$ cat src/rtl/i2s_transceiver_if.sv
// I2S transceiver bus: codec pins plus the sample-side rx strobe and tx handshake.
// The master modport is the transceiver's view; slave is the user/codec side.
interface i2s_transceiver_if #(
  parameter int DataWidth = 24
);
  logic                 enable;
  logic                 mclk;
  logic                 sclk;
  logic                 lrck;
  logic                 adc;
  logic                 dac;
  logic [DataWidth-1:0] rxData;
  logic                 rxChannel;
  logic                 rxValid;
  logic [DataWidth-1:0] txLeft;
  logic [DataWidth-1:0] txRight;
  logic                 txValid;
  logic                 txReady;
  logic                 underrun;
  logic                 clearUnderrun;

  modport master (
    input  enable, adc, txLeft, txRight, txValid, clearUnderrun,
    output mclk, sclk, lrck, dac, rxData, rxChannel, rxValid, txReady, underrun
  );

  modport slave (
    output enable, adc, txLeft, txRight, txValid, clearUnderrun,
    input  mclk, sclk, lrck, dac, rxData, rxChannel, rxValid, txReady, underrun
  );
endinterface

$ cat src/rtl/i2s_transceiver.sv
// I2S master transceiver: generates mclk/sclk/lrck from clk, serialises a buffered
// stereo pair with the standard one-bit delay and deserialises the ADC stream.
module i2s_transceiver #(
  parameter int DataWidth = 24,
  parameter int SlotBits  = 32,
  parameter int MclkDiv   = 2,
  parameter int SclkDiv   = 8
) (
  input  logic                clk,
  input  logic                resetN,
  i2s_transceiver_if.master   bus
);
  localparam int MW = (MclkDiv > 1) ? $clog2(MclkDiv) : 1;
  localparam int SW = $clog2(SclkDiv);
  localparam int BW = $clog2(SlotBits);
  localparam logic [MW-1:0] MclkLast = MW'(MclkDiv - 1);
  localparam logic [MW-1:0] MclkOne  = MW'(1);
  localparam logic [SW-1:0] SclkLast = SW'(SclkDiv - 1);
  localparam logic [SW-1:0] SclkOne  = SW'(1);
  localparam logic [BW-1:0] BitLast  = BW'(SlotBits - 1);
  localparam logic [BW-1:0] BitOne   = BW'(1);
  localparam logic [BW-1:0] BitData  = BW'(DataWidth);
  localparam logic [DataWidth-1:0] Zero = {DataWidth{1'b0}};

  logic                 running_r;
  logic [MW-1:0]        mdiv_r;
  logic [SW-1:0]        sdiv_r;
  logic [BW-1:0]        bit_r;
  logic                 mclk_r, sclk_r, lrck_r, dac_r;
  logic [DataWidth-1:0] tx_left_sr_r, tx_right_sr_r, rx_sr_r;
  logic [DataWidth-1:0] rx_data_r;
  logic                 rx_channel_r, rx_valid_r;
  logic [DataWidth-1:0] hold_left_r, hold_right_r;
  logic                 tx_ready_r, underrun_r;

  logic                 sclk_rise_s, sclk_fall_s, bit_wrap_s, frame_start_s;
  logic                 tx_bit_s, rx_bit_s, accept_s;
  logic [BW-1:0]        bit_next_s;

  assign sclk_rise_s   = (sdiv_r == SclkLast) && !sclk_r;
  assign sclk_fall_s   = (sdiv_r == SclkLast) && sclk_r;
  assign bit_wrap_s    = (bit_r == BitLast);
  assign bit_next_s    = bit_wrap_s ? {BW{1'b0}} : bit_r + BitOne;
  // A frame starts on the right->left wrap, or on the first cycle after enable rises.
  assign frame_start_s = bus.enable && (!running_r || (sclk_fall_s && bit_wrap_s && lrck_r));
  assign tx_bit_s      = (bit_next_s >= BitOne) && (bit_next_s <= BitData);
  assign rx_bit_s      = (bit_r >= BitOne) && (bit_r <= BitData);
  assign accept_s      = bus.txValid && tx_ready_r;

  // Clock generation, bit/slot counting, serialiser and deserialiser.
  always_ff @(posedge clk or negedge resetN) begin
    if (!resetN) begin
      running_r     <= 1'b0;
      mdiv_r        <= {MW{1'b0}};
      sdiv_r        <= {SW{1'b0}};
      bit_r         <= {BW{1'b0}};
      mclk_r        <= 1'b0;
      sclk_r        <= 1'b0;
      lrck_r        <= 1'b0;
      dac_r         <= 1'b0;
      tx_left_sr_r  <= Zero;
      tx_right_sr_r <= Zero;
      rx_sr_r       <= Zero;
      rx_data_r     <= Zero;
      rx_channel_r  <= 1'b0;
      rx_valid_r    <= 1'b0;
    end else if (!bus.enable) begin
      running_r     <= 1'b0;
      mdiv_r        <= {MW{1'b0}};
      sdiv_r        <= {SW{1'b0}};
      bit_r         <= {BW{1'b0}};
      mclk_r        <= 1'b0;
      sclk_r        <= 1'b0;
      lrck_r        <= 1'b0;
      dac_r         <= 1'b0;
      tx_left_sr_r  <= Zero;
      tx_right_sr_r <= Zero;
      rx_sr_r       <= Zero;
      rx_valid_r    <= 1'b0;
    end else begin
      running_r  <= 1'b1;
      rx_valid_r <= 1'b0;
      if (mdiv_r == MclkLast) begin
        mdiv_r <= {MW{1'b0}};
        mclk_r <= ~mclk_r;
      end else begin
        mdiv_r <= mdiv_r + MclkOne;
      end
      if (sdiv_r == SclkLast) begin
        sdiv_r <= {SW{1'b0}};
        sclk_r <= ~sclk_r;
      end else begin
        sdiv_r <= sdiv_r + SclkOne;
      end
      if (sclk_fall_s) begin
        bit_r <= bit_next_s;
        if (bit_wrap_s) begin
          lrck_r <= ~lrck_r;
        end
        // Slot bits 1..DataWidth carry the sample MSB first; everything else idles low.
        if (tx_bit_s) begin
          if (lrck_r) begin
            dac_r         <= tx_right_sr_r[DataWidth-1];
            tx_right_sr_r <= {tx_right_sr_r[DataWidth-2:0], 1'b0};
          end else begin
            dac_r         <= tx_left_sr_r[DataWidth-1];
            tx_left_sr_r  <= {tx_left_sr_r[DataWidth-2:0], 1'b0};
          end
        end else begin
          dac_r <= 1'b0;
        end
      end
      if (frame_start_s) begin
        tx_left_sr_r  <= tx_ready_r ? Zero : hold_left_r;
        tx_right_sr_r <= tx_ready_r ? Zero : hold_right_r;
      end
      if (sclk_rise_s && rx_bit_s) begin
        rx_sr_r <= {rx_sr_r[DataWidth-2:0], bus.adc};
        if (bit_r == BitData) begin
          rx_data_r    <= {rx_sr_r[DataWidth-2:0], bus.adc};
          rx_channel_r <= lrck_r;
          rx_valid_r   <= 1'b1;
        end
      end
    end
  end

  // Holding buffer, tx handshake and sticky underrun; unaffected by enable.
  always_ff @(posedge clk or negedge resetN) begin
    if (!resetN) begin
      hold_left_r  <= Zero;
      hold_right_r <= Zero;
      tx_ready_r   <= 1'b1;
      underrun_r   <= 1'b0;
    end else begin
      if (frame_start_s && tx_ready_r) begin
        underrun_r <= 1'b1;
      end else if (bus.clearUnderrun) begin
        underrun_r <= 1'b0;
      end
      // A pair accepted on an empty-buffer frame start waits for the next frame.
      if (accept_s) begin
        hold_left_r  <= bus.txLeft;
        hold_right_r <= bus.txRight;
        tx_ready_r   <= 1'b0;
      end else if (frame_start_s && !tx_ready_r) begin
        tx_ready_r   <= 1'b1;
      end
    end
  end

  assign bus.mclk      = mclk_r;
  assign bus.sclk      = sclk_r;
  assign bus.lrck      = lrck_r;
  assign bus.dac       = dac_r;
  assign bus.rxData    = rx_data_r;
  assign bus.rxChannel = rx_channel_r;
  assign bus.rxValid   = rx_valid_r;
  assign bus.txReady   = tx_ready_r;
  assign bus.underrun  = underrun_r;
endmodule
$ cat src/flat_wrapper.sv
// flat-port wrapper written by rule: the top's interface ports become plain ports
module i2s_transceiver_flat 
#(
  parameter int DataWidth = 24,
  parameter int SlotBits  = 32,
  parameter int MclkDiv   = 2,
  parameter int SclkDiv   = 8
)
  (clk, resetN, bus_enable, bus_adc, bus_txLeft, bus_txRight, bus_txValid, bus_clearUnderrun, bus_mclk, bus_sclk, bus_lrck, bus_dac, bus_rxData, bus_rxChannel, bus_rxValid, bus_txReady, bus_underrun);
  i2s_transceiver_if #(.DataWidth(DataWidth)) bus_i ();
  input  logic clk;
  input  logic resetN;
  input wire logic [$bits(bus_i.enable)-1:0] bus_enable;
  input wire logic [$bits(bus_i.adc)-1:0] bus_adc;
  input wire logic [$bits(bus_i.txLeft)-1:0] bus_txLeft;
  input wire logic [$bits(bus_i.txRight)-1:0] bus_txRight;
  input wire logic [$bits(bus_i.txValid)-1:0] bus_txValid;
  input wire logic [$bits(bus_i.clearUnderrun)-1:0] bus_clearUnderrun;
  output wire logic [$bits(bus_i.mclk)-1:0] bus_mclk;
  output wire logic [$bits(bus_i.sclk)-1:0] bus_sclk;
  output wire logic [$bits(bus_i.lrck)-1:0] bus_lrck;
  output wire logic [$bits(bus_i.dac)-1:0] bus_dac;
  output wire logic [$bits(bus_i.rxData)-1:0] bus_rxData;
  output wire logic [$bits(bus_i.rxChannel)-1:0] bus_rxChannel;
  output wire logic [$bits(bus_i.rxValid)-1:0] bus_rxValid;
  output wire logic [$bits(bus_i.txReady)-1:0] bus_txReady;
  output wire logic [$bits(bus_i.underrun)-1:0] bus_underrun;
  assign bus_i.enable = bus_enable;
  assign bus_i.adc = bus_adc;
  assign bus_i.txLeft = bus_txLeft;
  assign bus_i.txRight = bus_txRight;
  assign bus_i.txValid = bus_txValid;
  assign bus_i.clearUnderrun = bus_clearUnderrun;
  assign bus_mclk = bus_i.mclk;
  assign bus_sclk = bus_i.sclk;
  assign bus_lrck = bus_i.lrck;
  assign bus_dac = bus_i.dac;
  assign bus_rxData = bus_i.rxData;
  assign bus_rxChannel = bus_i.rxChannel;
  assign bus_rxValid = bus_i.rxValid;
  assign bus_txReady = bus_i.txReady;
  assign bus_underrun = bus_i.underrun;
  i2s_transceiver #(.DataWidth(DataWidth), .SlotBits(SlotBits), .MclkDiv(MclkDiv), .SclkDiv(SclkDiv)) u_core (.clk(clk), .resetN(resetN), .bus(bus_i));
endmodule
$ cat config.mk
export PLATFORM = sky130hd
export DESIGN_NAME = i2s_transceiver_flat
export DESIGN_NICKNAME = d
export VERILOG_FILES = /design/src/rtl/i2s_transceiver_if.sv /design/src/rtl/i2s_transceiver.sv /design/src/flat_wrapper.sv
export SDC_FILE = /design/constraint.sdc
export NUM_CORES = 1
export LEC_CHECK = 0
export BUFFER_PORTS_ARGS = -buffer_cell sky130_fd_sc_hd__buf_2
export CORE_MARGIN = 4
export CORE_UTILIZATION = 26
export CTS_CLUSTER_DIAMETER = 60
export DETAILED_ROUTE_END_ITERATION = 8
export HOLD_SLACK_MARGIN = 0.03
export PLACE_DENSITY = 0.42
export SYNTH_ARGS = -nofsm -noshare
export SYNTH_HDL_FRONTEND = slang
export SYNTH_SLANG_ARGS = --single-unit
$ cat constraint.sdc
create_clock -name clk -period 4.1 [get_ports clk]
set_input_delay 0.205 -clock clk [delete_from_list [all_inputs] [get_ports clk]]
set_output_delay 0.205 -clock clk [all_outputs]
set_load 0.02 [all_outputs]
After elaboration in Yosys (flattened, before gate mapping)
Cells that the tools add are included.
W data, S select, Z words.
{"block": "totals", "regBits": 161, "latch_bits": 0, "ram_bits": 0, "romBits": 0, "in_bits": 54, "out_inout_bits": 32, "elab_cells": 101, "n_memories": 0}
{"block": "classes", "addsub": 3, "n_mul": 0, "div": 0, "magnitude_cmp": 4, "eq_ne": 12, "shift": 0, "mux": 40, "bitwise_logic": 3, "n_reduce_logical": 21}
{"op": "$mux W24", "n": 12}
{"op": "$mux W23", "n": 2}
{"op": "$mux W1", "n": 21}
{"op": "$mux W5", "n": 3}
{"op": "$logic_and A1 B1 Y1", "n": 11}
{"op": "$eq A5 B5 Y1 const B", "n": 2}
{"op": "$ge A5 B1 Y1 const B", "n": 2}
{"op": "$le A5 B5 Y1 const B", "n": 2}
{"op": "$ne A2 B1 Y1 const B", "n": 5}
{"op": "$ne A3 B1 Y1 const B", "n": 3}
{"op": "$reduce_and A3 Y1", "n": 3}
{"op": "$mux W3", "n": 2}
{"op": "$add A5 B1 Y5 const B", "n": 1}
{"op": "$reduce_bool A2 Y1", "n": 2}
{"op": "$add A3 B1 Y3 const B", "n": 1}
{"op": "$eq A3 B3 Y1 const B", "n": 1}
{"op": "$logic_not A1 Y1", "n": 3}
{"op": "$ne A3 B3 Y1 const B", "n": 1}
{"op": "$not A1 Y1", "n": 3}
{"op": "$reduce_and A2 Y1", "n": 1}
{"op": "$add A1 B1 Y1 const B", "n": 1}
{"op": "$logic_or A1 B1 Y1", "n": 1}

Longest topological paths before layout
{"block": "depth", "depth_word": 9, "ltp_mapped": 10, "depth_no_buf": 7}

Worst setup path after synthesis
OpenSTA, ideal clock, no wires.
{"block": "synth_timing", "path_type": "register to register", "startpoint": "reg u_core.bit_r[0]", "endpoint": "reg u_core.tx_left_sr_r[10]", "setup_time_ns": 0.078, "arrival_time_ns": 1.872, "required_ns": 4.022, "path_slack_ns": 2.150, "stages_incl_launch_ff": 10, "path_buffers": 2, "synth_period_minus_slack_ns": 1.950, "cell_sequence": "dfrtp_1 > ha_1 > and3_1 > ha_1 > buf_2 > nand2b_1 > o211a_1 > nor2_1 > buf_2 > o2bb2ai_1"}
{"block": "synth_via", "elab_chain_cells": 7, "word_cells_on_any_way": 16, "classes_between": "add/sub: 1; order compare: 2; eq/ne: 4; mux: 3; reduce/logical: 6"}
{"element": "from (decl)", "line_no": "i2s_transceiver.sv:28", "text": "logic [BW-1:0] bit_r;"}
{"element": "from (signal assigned)", "line_no": "i2s_transceiver.sv:56", "text": "bit_r <= {BW{1'b0}};"}
{"element": "from (signal assigned)", "line_no": "i2s_transceiver.sv:71", "text": "bit_r <= {BW{1'b0}};"}
{"element": "from (signal assigned)", "line_no": "i2s_transceiver.sv:96", "text": "bit_r <= bit_next_s;"}
{"element": "parallel branches: the longest is 7 deep, another holds $add A5 B1 Y5"}
{"element": "to (signal assigned)", "line_no": "i2s_transceiver.sv:61", "text": "tx_left_sr_r <= Zero;"}
{"element": "to (signal assigned)", "line_no": "i2s_transceiver.sv:76", "text": "tx_left_sr_r <= Zero;"}
{"element": "to (signal assigned)", "line_no": "i2s_transceiver.sv:107", "text": "tx_left_sr_r <= {tx_left_sr_r[DataWidth-2:0], 1'b0};"}
{"element": "to (decl)", "line_no": "i2s_transceiver.sv:30", "text": "logic [DataWidth-1:0] tx_left_sr_r, tx_right_sr_r, rx_sr_r;"}
Several ways; the timed one is not identified.
A chain may end at the register's enable or synchronous reset.

Worst setup path in the final report
{"block": "layout_timing", "startpoint": "reg u_core.bit_r[0]", "endpoint": "reg u_core.tx_right_sr_r[18]"}
{"block": "layout_via", "elab_chain_cells": 7, "word_cells_on_any_way": 16, "classes_between": "add/sub: 1; order compare: 2; eq/ne: 4; mux: 3; reduce/logical: 6"}
{"element": "parallel branches: the longest is 7 deep, another holds $add A5 B1 Y5"}
{"element": "to (signal assigned)", "line_no": "i2s_transceiver.sv:62", "text": "tx_right_sr_r <= Zero;"}
{"element": "to (signal assigned)", "line_no": "i2s_transceiver.sv:77", "text": "tx_right_sr_r <= Zero;"}
{"element": "to (signal assigned)", "line_no": "i2s_transceiver.sv:104", "text": "tx_right_sr_r <= {tx_right_sr_r[DataWidth-2:0], 1'b0};"}
{"element": "to (decl)", "line_no": "i2s_transceiver.sv:30"}
Several ways; the timed one is not identified.

==> run_results.csv <==
group,metric,value,unit
outcome,outcome,"finished, final reports clean",
final_layout,final_net_count,691,
routing,drt_iter0_drc,189,
critical_path,worst-r2r-setup-slack,1580,ps
grt,largest_net_degree_at_the_start_of_global_routing,96,
synthesis,syn-num-nets,567,
floorplan,placementRows,59,
critical_path,startpoint_type,"register",
clock_tree,number_of_setup_buffers_added_after_cts,0,
clock_tree,tritoncts,"done",
critical_path,timing.reg2reg.worst_path_depth,8,
clock_tree,max-clock-path-buffers,2,
critical_path,worstSetupPathType,"reg -> reg",
place,io_buffer_count,85,
critical_path,worst_setup_path_end_kind,"register",
routing,num_vias,4299,
timing,worst_pin_slew,1070,ps
clock_tree,clockRootBuffer,"clkbuf_16",
routing,avgViaCountPerCell,4.40,
final_layout,most_frequent_standard_cell_in_the_layout_excluding_fill_and_tap_cells,"dfrtp_1",
grt,grt_first_pass_wirelength,23800,um
clock_tree,cts_num_sinks,161,
critical_path,timing.critical_path.arrival,2780,ps
synthesis,top_reg_cell_synth,"dfrtp_1",
clock_tree,clock_tree.htree_level_count,4,
floorplan,die_height,172,um
final_layout,seq_area,0.00403,mm^2
synthesis,postSynthRegisterBits,161,
floorplan,core_area,0.0263,mm^2
clock_tree,number_of_resized_instances_in_the_post_cts_repair_step,0,
timing,fin_worst_hold_slack,72.5,ps
clock_tree,clock_slew_at_the_register_clock_pins_of_the_worst_setup_and_hold_paths,60,ps
clock_tree,clk-insertion-delay-late,430,ps
synthesis,yosys_warnings,0,
job,max_cap_viols,0,
synthesis,syn-cell-area,0.00699,mm^2
routing,detail_route.first_pass.iterations,4,
grt,first_global_vias,4548,
floorplan,initial_utilization,26.6,%
timing,final_hold_viol_count,0,
pwr,worst_ir_drop_vdd,0.000200,V
clock_tree,postCtsHoldBufs,50,
synthesis,post_synthesis_instance_total,507,
floorplan,num_io_pins,86,
final_layout,layout-drive-gt1-share,32.0,%
final_layout,final_cells,978,
final_layout,insertedDiodeCount,0,
worst_hold_path,hold_path_startpoint,"bus_txLeft[23]",
timing,fin_tns_setup,0,ps
critical_path,critical-path-slowest-cell,"buf_4",
critical_path,cp_slowest_stage_delay,650,ps
routing,wl_per_cell,14.5,um
critical_path,cp-startpoint,"u_core.bit_r[0]",
timing,finalSetupViolations,0,
place,detailedPlacementHpwl,8950,um
timing,worst_slew_margin_rel,28.7,%
clock_tree,cts_buffers,17,
place,placed_cells,897,
pwr,total_leakage_power,4.20,nW
critical_path,crit_fanout,48,
place,placement.setup.worst_slack,1580,ps
floorplan,die_width,172,um
routing,drtAntennaViolNets,0,
critical_path,critPathRequiredTime,4370,ps
critical_path,worst_r2r_startpoint,"u_core.bit_r[0]",
final_layout,fillerInstances,2588,
synthesis,async_reset_ff_share,100,%
pwr,power-per-cell-area,446,mW/mm^2
critical_path,critPathMostFrequentCell,"ha_1",
timing,skew,11.7,ps
final_layout,area_growth_syn_to_layout,26.0,%
grt,antenna_found_initial,0,
grt,globalRoute.totalOverflow,0,
timing,fin_ws,1580,ps
routing,drt_wl_total,14200,um
routing,drc_errors,0,
grt,global_router_s_overall_resource_usage,10.1,%
timing,finalWorstPathRequiredPeriod,2520,ps
final_layout,multiInputGateArea,0.00278,mm^2
place,finalWeightedCongestion,0.676,
critical_path,worst_setup_ep,"u_core.tx_right_sr_r[18]",
timing,achievable-frequency,0.397,GHz
synthesis,yosysSeqAreaShare,57.7,%
timing,report.final.slew_viol_count,0,
critical_path,crit_path_cell_trace,"ha_1 > and3_1 > ha_1 > nand2_1 > o21ai_4 > buf_4 > mux2i_1 > o2bb2ai_1",
worst_hold_path,hold_path_class,"in -> reg",
synthesis,netlist-cell-type-count,41,
floorplan,die_area,0.0296,mm^2
timing,finalCritPeriodShare,61.4,%
synthesis,synth.avg_cell_area,13.8,um^2
final_layout,final_cell_mix,"dfrtp_1, buf_2, mux2_2, nor2b_1, dlygate4sd3_1",
critical_path,terminus_of_the_critical_flop_to_flop_path,"u_core.tx_right_sr_r[18]",
synthesis,synth-edff-count,0,
timing,grt_setup_unrepaired,"false",
-- layer usage --
metal / global-route usage (%) / share of wire, % / wire length, um / vias to the layer above
met4: 3.28 / 0.86 / 122 / 0
met1: 14.0 / 50 / 7150 / 2139
met2: 15.3 / 45 / 6400 / 77
met5: 0 / 0 / 0 / -
li1: - / - / - / 2074
met3: 2.70 / 3.8 / 536 / 9
-- layout make-up --
| class | instances | share of cell area [%] |
|---|---|---|
| clock inverter | 11 | 1.46 |
| sequential | 161 | 45.8 |
| inverter | 6 | 0.256 |
| timing repair buffer | 140 | 11.0 |
| multi-input combinational | 305 | 31.6 |
| clock buffer | 20 | 5.19 |
| tap | 335 | 4.76 |
-- per-stage QoR --
stage / utilization [%] / total power [W] / cell area [um^2]
after floorplan: - / 0.00219 / 6990
after global placement: 29.4 / 0.00233 / 7720
after detailed placement: 29.4 / 0.00235 / 7720
after CTS: 33.5 / 0.00401 / 8810
after global routing: 33.5 / 0.00414 / 8810
final: 33.5 / 0.00393 / 8810
-- critical path, delay by kind of cell, from the launching register on --
kind	cells	cell delay [ps]
flip-flops	1	410
adder cells (fa/ha/maj)	2	490
multiplexers	1	270
buffers and inverters	1	650
AO/OA/AOI/OAI	2	240
AND/OR/NAND/NOR	2	290
-- synthesized netlist by cell type (2+ instances only) --
library cell / number / area share (%)
dfrtp_1: 160 / 57
mux2_4: 19 / 4.1
a21boi_0: 4 / 0.43
nand2_1: 11 / 0.59
mux2_2: 55 / 8.9
and2_1: 4 / 0.36
nand3_1: 2 / 0.14
buf_6: 2 / 0.32
mux2i_1: 47 / 6.7
nor2_1: 5 / 0.27
and3_1: 3 / 0.27
and3b_1: 2 / 0.25
clkbuf_1: 11 / 0.59
a21oi_1: 2 / 0.14
o211a_1: 2 / 0.29
o21ai_0: 2 / 0.14
nor2b_1: 50 / 4.5
o2bb2ai_1: 46 / 5.8
a21o_1: 2 / 0.21
ha_1: 6 / 1.1
a22o_1: 25 / 3.1
inv_1: 6 / 0.32
buf_2: 18 / 1.3
buf_4: 3 / 0.32
nand2b_1: 3 / 0.27
o21ai_1: 2 / 0.14
-- registers in the layout (all words and copies together), names as in the netlist, 3 cells and up --
signal	count
u_core.bus.rxData	24
u_core.hold_left_r	24
u_core.hold_right_r	24
u_core.tx_left_sr_r	24
u_core.tx_right_sr_r	24
u_core.rx_sr_r	23
u_core.bit_r	5
u_core.sdiv_r	3
-- worst min-delay path by stage --
| stage | endpoint | cells after the start |
|---|---|---|
| finish | u_core.hold_left_r[23] | 2 |
| global route | u_core.hold_left_r[23] | 2 |
| CTS | u_core.hold_left_r[23] | 2 |
| detailed placement | u_core.rx_sr_r[22] | 1 |
| global placement | u_core.rx_sr_r[22] | 1 |
| floorplan | u_core.bit_r[0] | 0 |
-- cells by family (layout without fill, tap and decap cells) --
| group | count (synthesis) | in the layout | synth area share, % |
|---|---|---|---|
| xor+xnor | 2 | 2 | 0.251 |
| simple gates | 88 | 88 | 7.74 |
| compound gates | 88 | 88 | 10.7 |
| mux | 121 | 121 | 19.7 |
| buf+inv | 41 | 177 | 2.92 |
| fa+ha+maj | 6 | 6 | 1.07 |
| flops | 161 | 161 | 57.7 |
-- power breakdown --
part / internal, W / switching (W) / total [W]
Combinational: 0.000277 / 0.000211 / 0.000488
Clock: 0.000931 / 0.000657 / 0.00159
Sequential: 0.00176 / 0.0000898 / 0.00185
Power figures use the tool's default switching activity.
